$ cat src/rtl/mem_arb_pkg.sv
// Shared types, defaults and arbitration helper for the two-requester memory arbiter.
package mem_arb_pkg;

  localparam int unsigned AwDef      = 16;
  localparam int unsigned DwDef      = 16;
  localparam int unsigned NbankDef   = 4;
  localparam int unsigned TimeoutDef = 64;

  typedef enum logic [1:0] {
    StIdle  = 2'd0,
    StOwn0  = 2'd1,
    StOwn1  = 2'd2,
    StDrain = 2'd3
  } arb_state_e;

  // Round-robin pick: on a tie the requester that did not own the memory last wins.
  function automatic arb_state_e arbitrate(input logic r0, input logic r1, input logic last_owner);
    if (r0 && r1) return last_owner ? StOwn0 : StOwn1;
    else if (r0)  return StOwn0;
    else if (r1)  return StOwn1;
    else          return StIdle;
  endfunction

endpackage

$ cat src/rtl/mem_arb_watchdog.sv
// Grant-hold watchdog: saturating counter with synchronous clear, flags expiry at Timeout-1.
module mem_arb_watchdog #(
  parameter int unsigned Timeout = 64
) (
  input  logic clk_i,
  input  logic rst_ni,
  input  logic clr_i,
  input  logic en_i,
  output logic expire_o
);

  localparam int unsigned CntW = $clog2(Timeout + 1);
  localparam logic [CntW-1:0] CntMax = CntW'(Timeout - 1);

  logic [CntW-1:0] cnt_d, cnt_q;

  always_comb begin
    cnt_d = cnt_q;
    if (clr_i) begin
      cnt_d = '0;
    end else if (en_i && (cnt_q != CntMax)) begin
      cnt_d = cnt_q + 1'b1;
    end
  end

  always_ff @(posedge clk_i or negedge rst_ni) begin
    if (!rst_ni) cnt_q <= '0;
    else         cnt_q <= cnt_d;
  end

  assign expire_o = en_i && (cnt_q == CntMax);

endmodule

$ cat src/rtl/mem_arbiter.sv
// Two-requester (I-side / D-side) arbiter for a banked memory with drain and watchdog.
module mem_arbiter
  import mem_arb_pkg::*;
#(
  parameter int unsigned AW      = AwDef,
  parameter int unsigned DW      = DwDef,
  parameter int unsigned NBANK   = NbankDef,
  parameter int unsigned TIMEOUT = TimeoutDef
) (
  input  logic             clk,
  input  logic             rst,
  input  logic             req0,
  input  logic             req1,
  input  logic [AW-1:0]    addr0,
  input  logic [AW-1:0]    addr1,
  input  logic [DW-1:0]    data_in0,
  input  logic [DW-1:0]    data_in1,
  input  logic             wr0,
  input  logic             rd0,
  input  logic             wr1,
  input  logic             rd1,
  output logic             gnt0,
  output logic             gnt1,
  output logic [DW-1:0]    data_out0,
  output logic [DW-1:0]    data_out1,
  output logic             stall0,
  output logic             stall1,
  output logic             err0,
  output logic             err1,
  output logic [AW-1:0]    m_addr,
  output logic [DW-1:0]    m_data_in,
  output logic             m_wr,
  output logic             m_rd,
  input  logic [DW-1:0]    m_data_out,
  input  logic [NBANK-1:0] m_busy,
  input  logic             m_stall,
  input  logic             m_err
);

  arb_state_e state_d, state_q;
  logic       last_owner_d, last_owner_q;
  logic       mem_idle, wd_en, wd_clr, expire;

  assign mem_idle = (m_busy == '0);
  assign wd_en    = (state_q == StOwn0) || (state_q == StOwn1);
  // A same-owner re-grant after expiry is not a state change, so expiry also clears.
  assign wd_clr   = (state_d != state_q) || expire;

  mem_arb_watchdog #(
    .Timeout (TIMEOUT)
  ) u_watchdog (
    .clk_i    (clk),
    .rst_ni   (rst),
    .clr_i    (wd_clr),
    .en_i     (wd_en),
    .expire_o (expire)
  );

  always_comb begin
    state_d = state_q;
    unique case (state_q)
      StIdle:  state_d = arbitrate(req0, req1, last_owner_q);
      StOwn0: begin
        if (!req0 || expire) state_d = mem_idle ? arbitrate(req0, req1, last_owner_q) : StDrain;
      end
      StOwn1: begin
        if (!req1 || expire) state_d = mem_idle ? arbitrate(req0, req1, last_owner_q) : StDrain;
      end
      StDrain: begin
        if (mem_idle) state_d = arbitrate(req0, req1, last_owner_q);
      end
      default: state_d = StIdle;
    endcase
  end

  always_comb begin
    last_owner_d = last_owner_q;
    if (state_d == StOwn0) last_owner_d = 1'b0;
    if (state_d == StOwn1) last_owner_d = 1'b1;
  end

  always_ff @(posedge clk or negedge rst) begin
    if (!rst) begin
      state_q      <= StIdle;
      last_owner_q <= 1'b1;
    end else begin
      state_q      <= state_d;
      last_owner_q <= last_owner_d;
    end
  end

  // Write wins a wr+rd conflict; a release coinciding with expiry raises no watchdog error.
  always_comb begin
    gnt0      = 1'b0;
    gnt1      = 1'b0;
    m_addr    = '0;
    m_data_in = '0;
    m_wr      = 1'b0;
    m_rd      = 1'b0;
    data_out0 = '0;
    data_out1 = '0;
    stall0    = req0;
    stall1    = req1;
    err0      = 1'b0;
    err1      = 1'b0;
    unique case (state_q)
      StOwn0: begin
        gnt0      = 1'b1;
        m_addr    = addr0;
        m_data_in = data_in0;
        m_wr      = wr0;
        m_rd      = rd0 & ~wr0;
        data_out0 = m_data_out;
        stall0    = m_stall;
        err0      = m_err | (expire & req0) | (wr0 & rd0);
      end
      StOwn1: begin
        gnt1      = 1'b1;
        m_addr    = addr1;
        m_data_in = data_in1;
        m_wr      = wr1;
        m_rd      = rd1 & ~wr1;
        data_out1 = m_data_out;
        stall1    = m_stall;
        err1      = m_err | (expire & req1) | (wr1 & rd1);
      end
      default: ;
    endcase
  end

endmodule

$ cat config.mk
export PLATFORM = sky130hd
export DESIGN_NAME = mem_arbiter
export DESIGN_NICKNAME = d
export VERILOG_FILES = /design/src/rtl/mem_arb_pkg.sv /design/src/rtl/mem_arb_watchdog.sv /design/src/rtl/mem_arbiter.sv
export SDC_FILE = /design/constraint.sdc
export NUM_CORES = 1
export LEC_CHECK = 0
export CELL_PAD_IN_SITES_DETAIL_PLACEMENT = 0
export CELL_PAD_IN_SITES_GLOBAL_PLACEMENT = 1
export CORE_UTILIZATION = 19
export CTS_BUF_LIST = sky130_fd_sc_hd__clkbuf_8
export CTS_CLUSTER_DIAMETER = 200
export CTS_CLUSTER_SIZE = 8
export DETAILED_ROUTE_END_ITERATION = 16
export PLACE_DENSITY_LB_ADDON = 0.25
export SYNTH_ARGS = -nofsm -noshare
export SYNTH_HDL_FRONTEND = slang
export SYNTH_SLANG_ARGS = --single-unit
$ cat constraint.sdc
create_clock -name clk -period 3.1 [get_ports clk]
set_input_delay 0.93 -clock clk [delete_from_list [all_inputs] [get_ports clk]]
set_output_delay 0.93 -clock clk [all_outputs]
set_load 0.1 [all_outputs]
==> reports/qor.txt, run 1 <==
Die Height -> 95.0 um
Worst-Skew Late Latency -> 0.23 ns
Final ANT Viol Nets -> 0
Site Rows -> 33
Clock sinks -> 10
Clock transition at path regs -> 0.04 ns
Outcome -> finished, final reports clean
RSZ-0062 raised after global routing -> no
Via count -> 2263
Worst Tran Pin Value -> 0.506 ns
Starting Density -> 19.8%
I/O Pins -> 166
Die Area -> 0.00902 sq mm
Max Clock Skew -> 0.00355 ns
# setup viols final -> 0
PortBufs -> 165
FILL cells -> 713
Setup_tns -> 0 ns
Layout Cells excl Fill -> 488
FMAX -> 0.334 GHz
Final Hold Fails -> 0
CTS Buffer Depth -> 2
Flop and latch count out of synthesis -> 10
DRC violations left -> 0
Number of CTS-inserted buffers -> 3
Async SR Flop Fraction -> 100%
Post-Syn Area -> 0.00164 sq mm
Type of the worst min-delay path -> flop to flop
Total GRT Usage -> 16.3%
Gate Count Post-Synth -> 214
H-tree depth -> 1
Tcrit/Tclk final -> 96.6%
TritonCTS clock tree -> done
Antenna violations before repair -> 0
Worst Setup Start Kind -> input pin
Drt pass-1 iters -> 4
Relative slew slack -> 66.2%
Worst slack, placed -> -0.0287 ns
Number of enable flip-flop cells after synthesis -> 0
Yosys cell types -> 45
Postcts setup bufs -> 0
Crit-path max FO -> 2
CP Capture Type -> primary output
Synth Net Count -> 314
Drt wl/cell -> 15.8 um
Synth-to-layout area growth -> 180%
Starting DRT DRC Count -> 66
Number of max-cap violations -> 0
Total number of yosys warnings -> 0
Final WL -> 7720 um
Worst Path Required -> 2.17 ns
Inst Count DP -> 484
Placeable Area -> 0.00830 sq mm
Vias in the first global route -> 2105
First-pass GRT wire length -> 11400 um
Critical path arrival -> 2.07 ns
CTS Hold Bufs -> 0
Seq/Total Area, Yosys -> 15.3%
Clk root buf -> clkbuf_8
Max-slew violations -> 0
HPWL Detailed -> 6490 um
Fraction of final layout cells sized beyond drive strength 1 -> 44.1%
Post-Syn Area per Cell -> 7.67 sq um
Most used DFF post-synth -> dfrtp_1
Largest net degree at the start of global routing -> 45
RePlAce Congestion -> 0.792
Vias per cell -> 4.64
Layout Nets -> 484
CP Class -> input pin to primary output
GR Overflow Total -> 0
Finished Core Util -> 55.4%
Ant. Diodes -> 0
Crit path time final -> 3.00 ns
Die width -> 95.0 um
Final worst slack -> 0.105 ns
-- placed cells by master (no fill, tap or decap), types with 2 or more instances in the layout --
cell type        count
ha_1                 4
buf_12              73
a21boi_0             2
nand4_1              3
and2_1              12
mux2_2               3
nand2_1              5
nand3b_1             2
nor4_1               8
clkdlybuf4s50_1     93
o21ai_0              5
o22ai_1              3
buf_4               16
dfrtp_1              9
nor2_1               2
xnor2_1              2
nor2b_4             35
and2_2              22
a22oi_1             34
nor2b_1              2
inv_1                6
nand3_1              5
clkbuf_8             3
nand2b_1             4
ha_4                 2
a21oi_1              3
-- cell type report --
type / instances / area (sq um) / share of cell area (%)
Timing Repair Buffer: 182 / 2510 / 54.7
Inverter: 5 / 18.8 / 0.408
Sequential cell: 10 / 251 / 5.47
Tap cell: 105 / 131 / 2.86
Clock inverter: 1 / 3.75 / 0.0817
Clock buffer: 3 / 41.3 / 0.899
Multi-Input combinational cell: 182 / 1640 / 35.6
-- Yosys cell counts, types with 3 or more instances --
master    count  area [sq um]
and2_1       34           213
nor2b_1      37           231
dfrtp_1       9           225
clkbuf_1      8          30.0
ha_1          6          75.1
inv_1         5          18.8
o21ai_0       5          25.0
nand2_1       5          18.8
a21oi_1       3          15.0
buf_2         4          20.0
nand3_1       5          25.0
nor4_1        8          50.1
nand2b_1      4          25.0
buf_1         5          18.8
a21boi_0      3          22.5
mux2_2        3          33.8
a22oi_1      34           255
o22ai_1       3          18.8
nand4_1       3          18.8
-- flip-flops by register name, summed over array words and instances (netlist names) --
name              cells
state_q               2
u_watchdog.cnt_q      7
last_owner_q          1
-- stage by stage --
stage | hold WS, ns | area (sq um)
finish | 0.529 | 4590
global route | 0.565 | 4590
CTS | 0.531 | 4590
detailed placement | 0.522 | 4540
global placement | 0.529 | 4540
floorplan | 0.496 | 1970
-- repair_timing --
action,4_1_cts,5_1_grt
endpoints found under the setup margin,0,1
hold endpoints to repair,0,0
gates resized for setup,0,1
-- logic make-up (layout without fill, tap and decap cells) --
group                      Yosys count  after routing  share of synthesized area [%]
buffers and inverters               22            191                           5.34
xor gates and xnor gates             2              2                           1.07
adders and majority gates            6              6                           4.57
DFF                                 10             10                           15.3
AOI/OAI and AO/OA                   60             60                           28.4
and+or+nand+nor                    111            111                           43.3
muxes                                3              3                           2.06
-- layer usage --
metal | part of all wire (%) | up-vias | track usage (%)
li1 | - | 1123 | -
met3 | 6.1 | 7 | 2.17
met4 | 0.76 | 0 | 3.16
met5 | 0 | - | 0
met1 | 39 | 1055 | 18.9
met2 | 54 | 78 | 31.4
-- worst paths after layout --
check	from	to	slack (ns)	cells past startpoint
worst max-delay path	req1	err1	0.10	4
worst min-delay path	u_watchdog.cnt_q[6]$_DFFE_PN0P_	u_watchdog.cnt_q[6]$_DFFE_PN0P_	0.53	2
worst max register to register	state_q[0]$_DFF_PN0_	last_owner_q$_DFFE_PN1P_	0.76	9
worst min register to register	u_watchdog.cnt_q[6]$_DFFE_PN0P_	u_watchdog.cnt_q[6]$_DFFE_PN0P_	0.53	2
max in group asynchronous	rst	last_owner_q$_DFFE_PN1P_	1.75	1
min in group asynchronous	rst	u_watchdog.cnt_q[5]$_DFFE_PN0P_	1.01	1
-- critical path, stage by stage --
cell and delay [ns]:
clkdlybuf4s50_1 0.45, a221oi_1 0.42, nor2b_4 0.08, buf_12 0.17
Power of run 1 is left out: the tool's default activity adds up to more than one toggle a clock period on the data nets, which glitch-free logic cannot reach.
==> run 2, diff against run 1 <==
Settings changed: SLEW_MARGIN from default to 10.
Clock period 3.1 ns to 3.3 ns, I/O delays scaled along.
==> run 2 against run 1 <==
Non-clock buffer count is 5 lower; core utilization is 0.62 points lower; die area stayed put; cell count is 1.0% lower; global-route usage is 0.48 points higher; first-iteration DRC count is 14% lower; clock skew is 0.0026 ns lower; setup slack better by 0.038 ns; cell area is 1.1% lower; sequential share of layout area is 0.062 points higher; wire length is 2.6% higher.
==> reports/qor.txt, run 2 (synthesis gave the netlist of run 1 again) <==
Max Clock Skew -> 0.000992 ns (-0.00256 ns)
RSZ-0062 raised after global routing -> no
Fraction of final layout cells sized beyond drive strength 1 -> 44.4% (+0.32 points)
Worst Setup Start Kind -> input pin
Tcrit/Tclk final -> 95.7%
FMAX -> 0.317 GHz
HP Start -> u_watchdog.cnt_q[6]$_DFFE_PN0P_
Crit-path max FO -> 2 (unchanged)
Post-CTS sizing -> 0 (unchanged)
Die Height -> 95.0 um (unchanged)
CTS Buffer Depth -> 2 (unchanged)
R2r worst-path depth -> 9 (unchanged)
Final WL -> 7920 um (+2.6%)
R2r setup slk -> 0.61 ns (-0.15 ns)
Max reg flops -> 7 (unchanged)
Worst Path Required -> 2.31 ns (+0.14 ns)
Worst path max stage delay -> 0.47 ns (+0.02 ns)
Top Layer Used -> met4
Drt wl/cell -> 16.4 um (+3.7%)
HPWL Detailed -> 6560 um (+0.97%)
Met2 routed WL -> 4250 um (+1.6%)
Total GRT Usage -> 16.8% (+0.48 points)
RePlAce Congestion -> 0.775 (-2.3%)
Hold path depth -> 2 (unchanged)
Setup_tns -> 0 ns (unchanged)
Most flops, register -> u_watchdog.cnt_q
Crit path time final -> 3.16 ns
Reg2Reg Launch Point -> state_q[1]$_DFF_PN0_
Antenna violations before repair -> 0 (unchanged)
Max-slew violations -> 0 (unchanged)
Site Rows -> 33 (unchanged)
Reg-to-reg endpoint -> last_owner_q$_DFFE_PN1P_
Worst Tran Pin Value -> 0.582 ns (+0.0757 ns)
Most common cell after layout, fill and taps aside -> clkdlybuf4s50_1
Vias per cell -> 4.61 (-0.48%)
Largest net degree at the start of global routing -> 51 (+13%)
Vias in the first global route -> 2188 (+3.9%)
Biggest regs -> u_watchdog.cnt_q x7, state_q x2, last_owner_q x1
Critical path arrival -> 2.17 ns (+0.10 ns)
Relative slew slack -> 61.1% (-5.2 points)
Outcome -> finished, final reports clean
Placeable Area -> 0.00830 sq mm (unchanged)
Number of CTS-inserted buffers -> 3 (unchanged)
Starting Density -> 19.8% (unchanged)
Postcts setup bufs -> 0 (unchanged)
GR Overflow Total -> 0 (unchanged)
First-pass GRT wire length -> 11700 um (+2.5%)
FILL cells -> 740 (+3.8%)
Drt pass-1 iters -> 4 (unchanged)
Hold Path Sink -> u_watchdog.cnt_q[6]$_DFFE_PN0P_
# setup viols final -> 0 (unchanged)
Most frequent cells in the layout -> clkdlybuf4s50_1, buf_12, nor2b_4
Type of the worst min-delay path -> flop to flop
Clk root buf -> clkbuf_8
Worst-Skew Late Latency -> 0.23 ns (about the same)
Met3 Wirelength -> 591 um (+25%)
Met1 Wirelength -> 2990 um (-0.53%)
Die Area -> 0.00902 sq mm (unchanged)
PortBufs -> 165 (unchanged)
Clock sinks -> 10 (unchanged)
Final ANT Viol Nets -> 0 (unchanged)
Finished Core Util -> 54.7% (-0.62 points)
Hold Slack -> 0.547 ns (+0.0182 ns)
H-tree depth -> 1 (unchanged)
CP Class -> input pin to primary output
Via count -> 2229 (-1.5%)
DRC violations left -> 0 (unchanged)
Die width -> 95.0 um (unchanged)
Slowest stage cell on the critical path -> clkdlybuf4s50_1
CP Capture Type -> primary output
CTS Hold Bufs -> 0 (unchanged)
Ant. Diodes -> 0 (unchanged)
I/O Pins -> 166 (unchanged)
Clock transition at path regs -> 0.04 ns (about the same)
Layout Nets -> 479 (-1.0%)
Starting DRT DRC Count -> 57 (-14%)
Critical Path, Cell by Cell -> clkdlybuf4s50_1 > a221oi_1 > nor2b_4 > buf_12
Final Hold Fails -> 0 (unchanged)
Number of max-cap violations -> 0 (unchanged)
Synth-to-layout area growth -> 177%
TritonCTS clock tree -> done
-- run 2: cell types whose count changed in the layout (fill, tap and decap cells not counted) --
| cell | previous run | this run |
|---|---|---|
| a221oi_2 | 1 | 0 |
| ha_4 | 2 | 1 |
| buf_12 | 73 | 72 |
| ha_2 | 0 | 1 |
| a221oi_1 | 1 | 2 |
| buf_4 | 16 | 12 |
| inv_1 | 6 | 5 |
| and2_2 | 22 | 26 |
| and2_1 | 12 | 8 |
| clkbuf_8 | 3 | 4 |
-- run 2: critical path: cells and delay by family --
kind | cells | cell delay, ns
compound gates | 1 | 0.45
buf+inv | 2 | 0.64
simple gates | 1 | 0.08
-- run 2: worst max-delay path by stage --
| stage | cells past startpoint | start | slack (ns) | end |
|---|---|---|---|---|
| 2_1_floorplan | 6 | state_q[1]$_DFF_PN0_ | -0.03 | m_rd |
| 3_3_place_gp | 7 | m_busy[1] | 0.12 | last_owner_q$_DFFE_PN1P_ |
| 3_5_place_dp | 7 | m_busy[1] | 0.1 | last_owner_q$_DFFE_PN1P_ |
| 4_1_cts | 4 | rd0 | 0.13 | err0 |
| 5_1_grt | 4 | rd0 | 0.09 | err0 |
| 6_report | 4 | rd0 | 0.14 | err0 |
-- run 2: area by class of cell --
type / instances / area [sq um] / share of cell area (%)
multi-input cells: 182 / 1620 / 35.7
clock buffers: 4 / 55.1 / 1.21
inverters: 5 / 18.8 / 0.413
flip-flops and latches: 10 / 251 / 5.54
well taps: 105 / 131 / 2.89
repair buffers: 177 / 2460 / 54.2
-- run 2: routing by layer --
metal	vias up	GRT usage, %
li1	1112	-
met1	1027	19.0
met2	82	32.3
met3	8	2.74
met4	0	3.79
met5	-	0
-- run 2: per-stage QoR --
stage / cell area, sq um / worst slack, ns / std cells
6_report: 4540 / 0.142 / 483
5_1_grt: 4540 / 0.0889 / 483
4_1_cts: 4540 / 0.131 / 483
3_5_place_dp: 4490 / 0.0974 / 479
3_3_place_gp: 4490 / 0.117 / 479
2_1_floorplan: 1960 / -0.0317 / 214
Power of run 2 is left out for the same reason.
==> run 3, diff against run 2 <==
Settings changed: CORE_UTILIZATION 19 to 17.
Clock period 3.3 ns to 2.9 ns, I/O delays scaled along.
==> run 3 against run 2 <==
Via count up 5.1%; critical path type is now input pin to flop; die area up 12%; clock-buffer cell count unchanged; sequential share of layout area down 0.23 points.
==> reports/qor.txt, run 3 (synthesis gave the netlist of run 1 again) <==
Worst slack, placed -> -0.181 ns (-0.279 ns)
Fin area -> 0.00474 sq mm (+4.4%)
Placeable Area -> 0.00928 sq mm (+12%)
Vias per cell -> 4.53 (-1.8%)
CTS Buffer Depth -> 2 (unchanged)
Worst Tran Pin Value -> 0.533 ns (-0.0488 ns)
Die Height -> 100 um (+5.6%)
Fraction of final layout cells sized beyond drive strength 1 -> 48.2% (+3.8 points)
Worst-Skew Late Latency -> 0.24 ns (about the same)
Most frequent cells in the layout -> clkdlybuf4s50_1, buf_12, nor2b_4
Finished Core Util -> 51.1% (-3.7 points)
Starting DRT DRC Count -> 46 (-19%)
Reg2Reg Launch Point -> state_q[0]$_DFF_PN0_
Synth-to-layout area growth -> 189%
HP Start -> u_watchdog.cnt_q[6]$_DFFE_PN0P_
Final Hold Fails -> 0 (unchanged)
Critical path arrival -> 3.00 ns (+0.83 ns)
Drt pass-1 iters -> 4 (unchanged)
Biggest regs -> u_watchdog.cnt_q x7, state_q x2, last_owner_q x1
Crit path time final -> 2.84 ns
# setup viols final -> 0 (unchanged)
Clk root buf -> clkbuf_8
I/O Pins -> 166 (unchanged)
CP Class -> input pin to flop
Final worst slack -> 0.0611 ns (-0.0810 ns)
HPWL Detailed -> 6740 um (+2.8%)
FMAX -> 0.352 GHz
DRC violations left -> 0 (unchanged)
Crit-path max FO -> 4 (+2)
Vias in the first global route -> 2312 (+5.7%)
Hold path depth -> 2 (unchanged)
Site Rows -> 35 (+6.1%)
RePlAce Congestion -> 0.791 (+2.2%)
TritonCTS clock tree -> done
H-tree depth -> 1 (unchanged)
Clock sinks -> 10 (unchanged)
Max reg flops -> 7 (unchanged)
First-pass GRT wire length -> 12700 um (+8.1%)
Most common cell after layout, fill and taps aside -> clkdlybuf4s50_1
Final WL -> 8170 um (+3.2%)
Die width -> 100 um (+5.6%)
Type of the worst min-delay path -> flop to flop
Ant. Diodes -> 0 (unchanged)
R2r setup slk -> 0.59 ns (-0.02 ns)
Max-slew violations -> 0 (unchanged)
GR Overflow Total -> 0 (unchanged)
Setup_tns -> 0 ns (unchanged)
Worst Path Required -> 3.06 ns (+0.75 ns)
RSZ-0062 raised after global routing -> no
PortBufs -> 165 (unchanged)
Outcome -> finished, final reports clean
R2r worst-path depth -> 9 (unchanged)
Hold Path Sink -> u_watchdog.cnt_q[6]$_DFFE_PN0P_
Worst Setup Start Kind -> input pin
Number of CTS-inserted buffers -> 3 (unchanged)
Relative slew slack -> 64.4% (+3.4 points)
Tcrit/Tclk final -> 97.9%
Most flops, register -> u_watchdog.cnt_q
Antenna violations before repair -> 0 (unchanged)
Largest net degree at the start of global routing -> 45 (-12%)
Starting Density -> 17.7% (-2.1 points)
Layout Nets -> 489 (+2.1%)
Total GRT Usage -> 15.6% (-1.1 points)
CP Capture Type -> flop
Number of max-cap violations -> 0 (unchanged)
Clock transition at path regs -> 0.05 ns (about the same)
Via count -> 2342 (+5.1%)
Reg-to-reg endpoint -> u_watchdog.cnt_q[6]$_DFFE_PN0P_
Max Clock Skew -> 0.00833 ns (+0.00734 ns)
Die Area -> 0.0101 sq mm (+12%)
Area after DPL -> 0.00467 sq mm (+4.0%)
Drt wl/cell -> 15.8 um (-3.6%)
Final ANT Viol Nets -> 0 (unchanged)
==> run 3: worst max-delay path by stage <==
stage,startpoint,endpoint,slack (ns),cells past startpoint
2_1_floorplan,state_q[0]$_DFF_PN0_,m_rd,-0.11,6
6_report,m_busy[1],last_owner_q$_DFFE_PN1P_,0.06,7
4_1_cts,req0,stall0,0.001,4
3_5_place_dp,m_busy[1],last_owner_q$_DFFE_PN1P_,-0.18,8
3_3_place_gp,m_busy[1],last_owner_q$_DFFE_PN1P_,-0.14,7
5_1_grt,state_q[1]$_DFF_PN0_,err1,0.001,8
==> run 3: through the flow <==
step	cells	hold WS [ns]
finish	517	0.535
detailed placement	513	0.527
CTS	517	0.536
floorplan	214	0.496
global placement	513	0.524
global route	517	0.546
==> run 3: per-layer routing <==
layer | GRT usage [%] | share of wire (%) | vias up
li1 | - | - | 1129
met3 | 1.95 | 5.8 | 6
met2 | 30.5 | 55 | 84
met4 | 2.34 | 0.62 | 0
met5 | 0 | 0 | -
met1 | 18.4 | 39 | 1123
==> run 3: layout make-up <==
class | instances | area (sq um)
Fill cell | 867 | 4540
Timing Repair Buffer | 187 | 2580
Multi-Input combinational cell | 182 | 1680
Sequential cell | 10 | 251
Tap cell | 129 | 161
Clock buffer | 4 | 55.1
Inverter | 5 | 18.8
==> run 3: repair_timing <==
item / 4_1_cts / 5_1_grt
pin swaps: 0 / 1
buffers inserted: 0 / 0
endpoints found under the setup margin: 2 / 5
gates resized for setup: 2 / 3
hold buffers: 0 / 0
==> run 3: critical path: stages <==
cell and delay (ns):
clkdlybuf4s50_1 0.42, or4_4 0.59, a32oi_2 0.24, and2_4 0.17
nand3_1 0.09, ha_1 0.30, mux2_2 0.33
Power of run 3 is left out for the same reason.
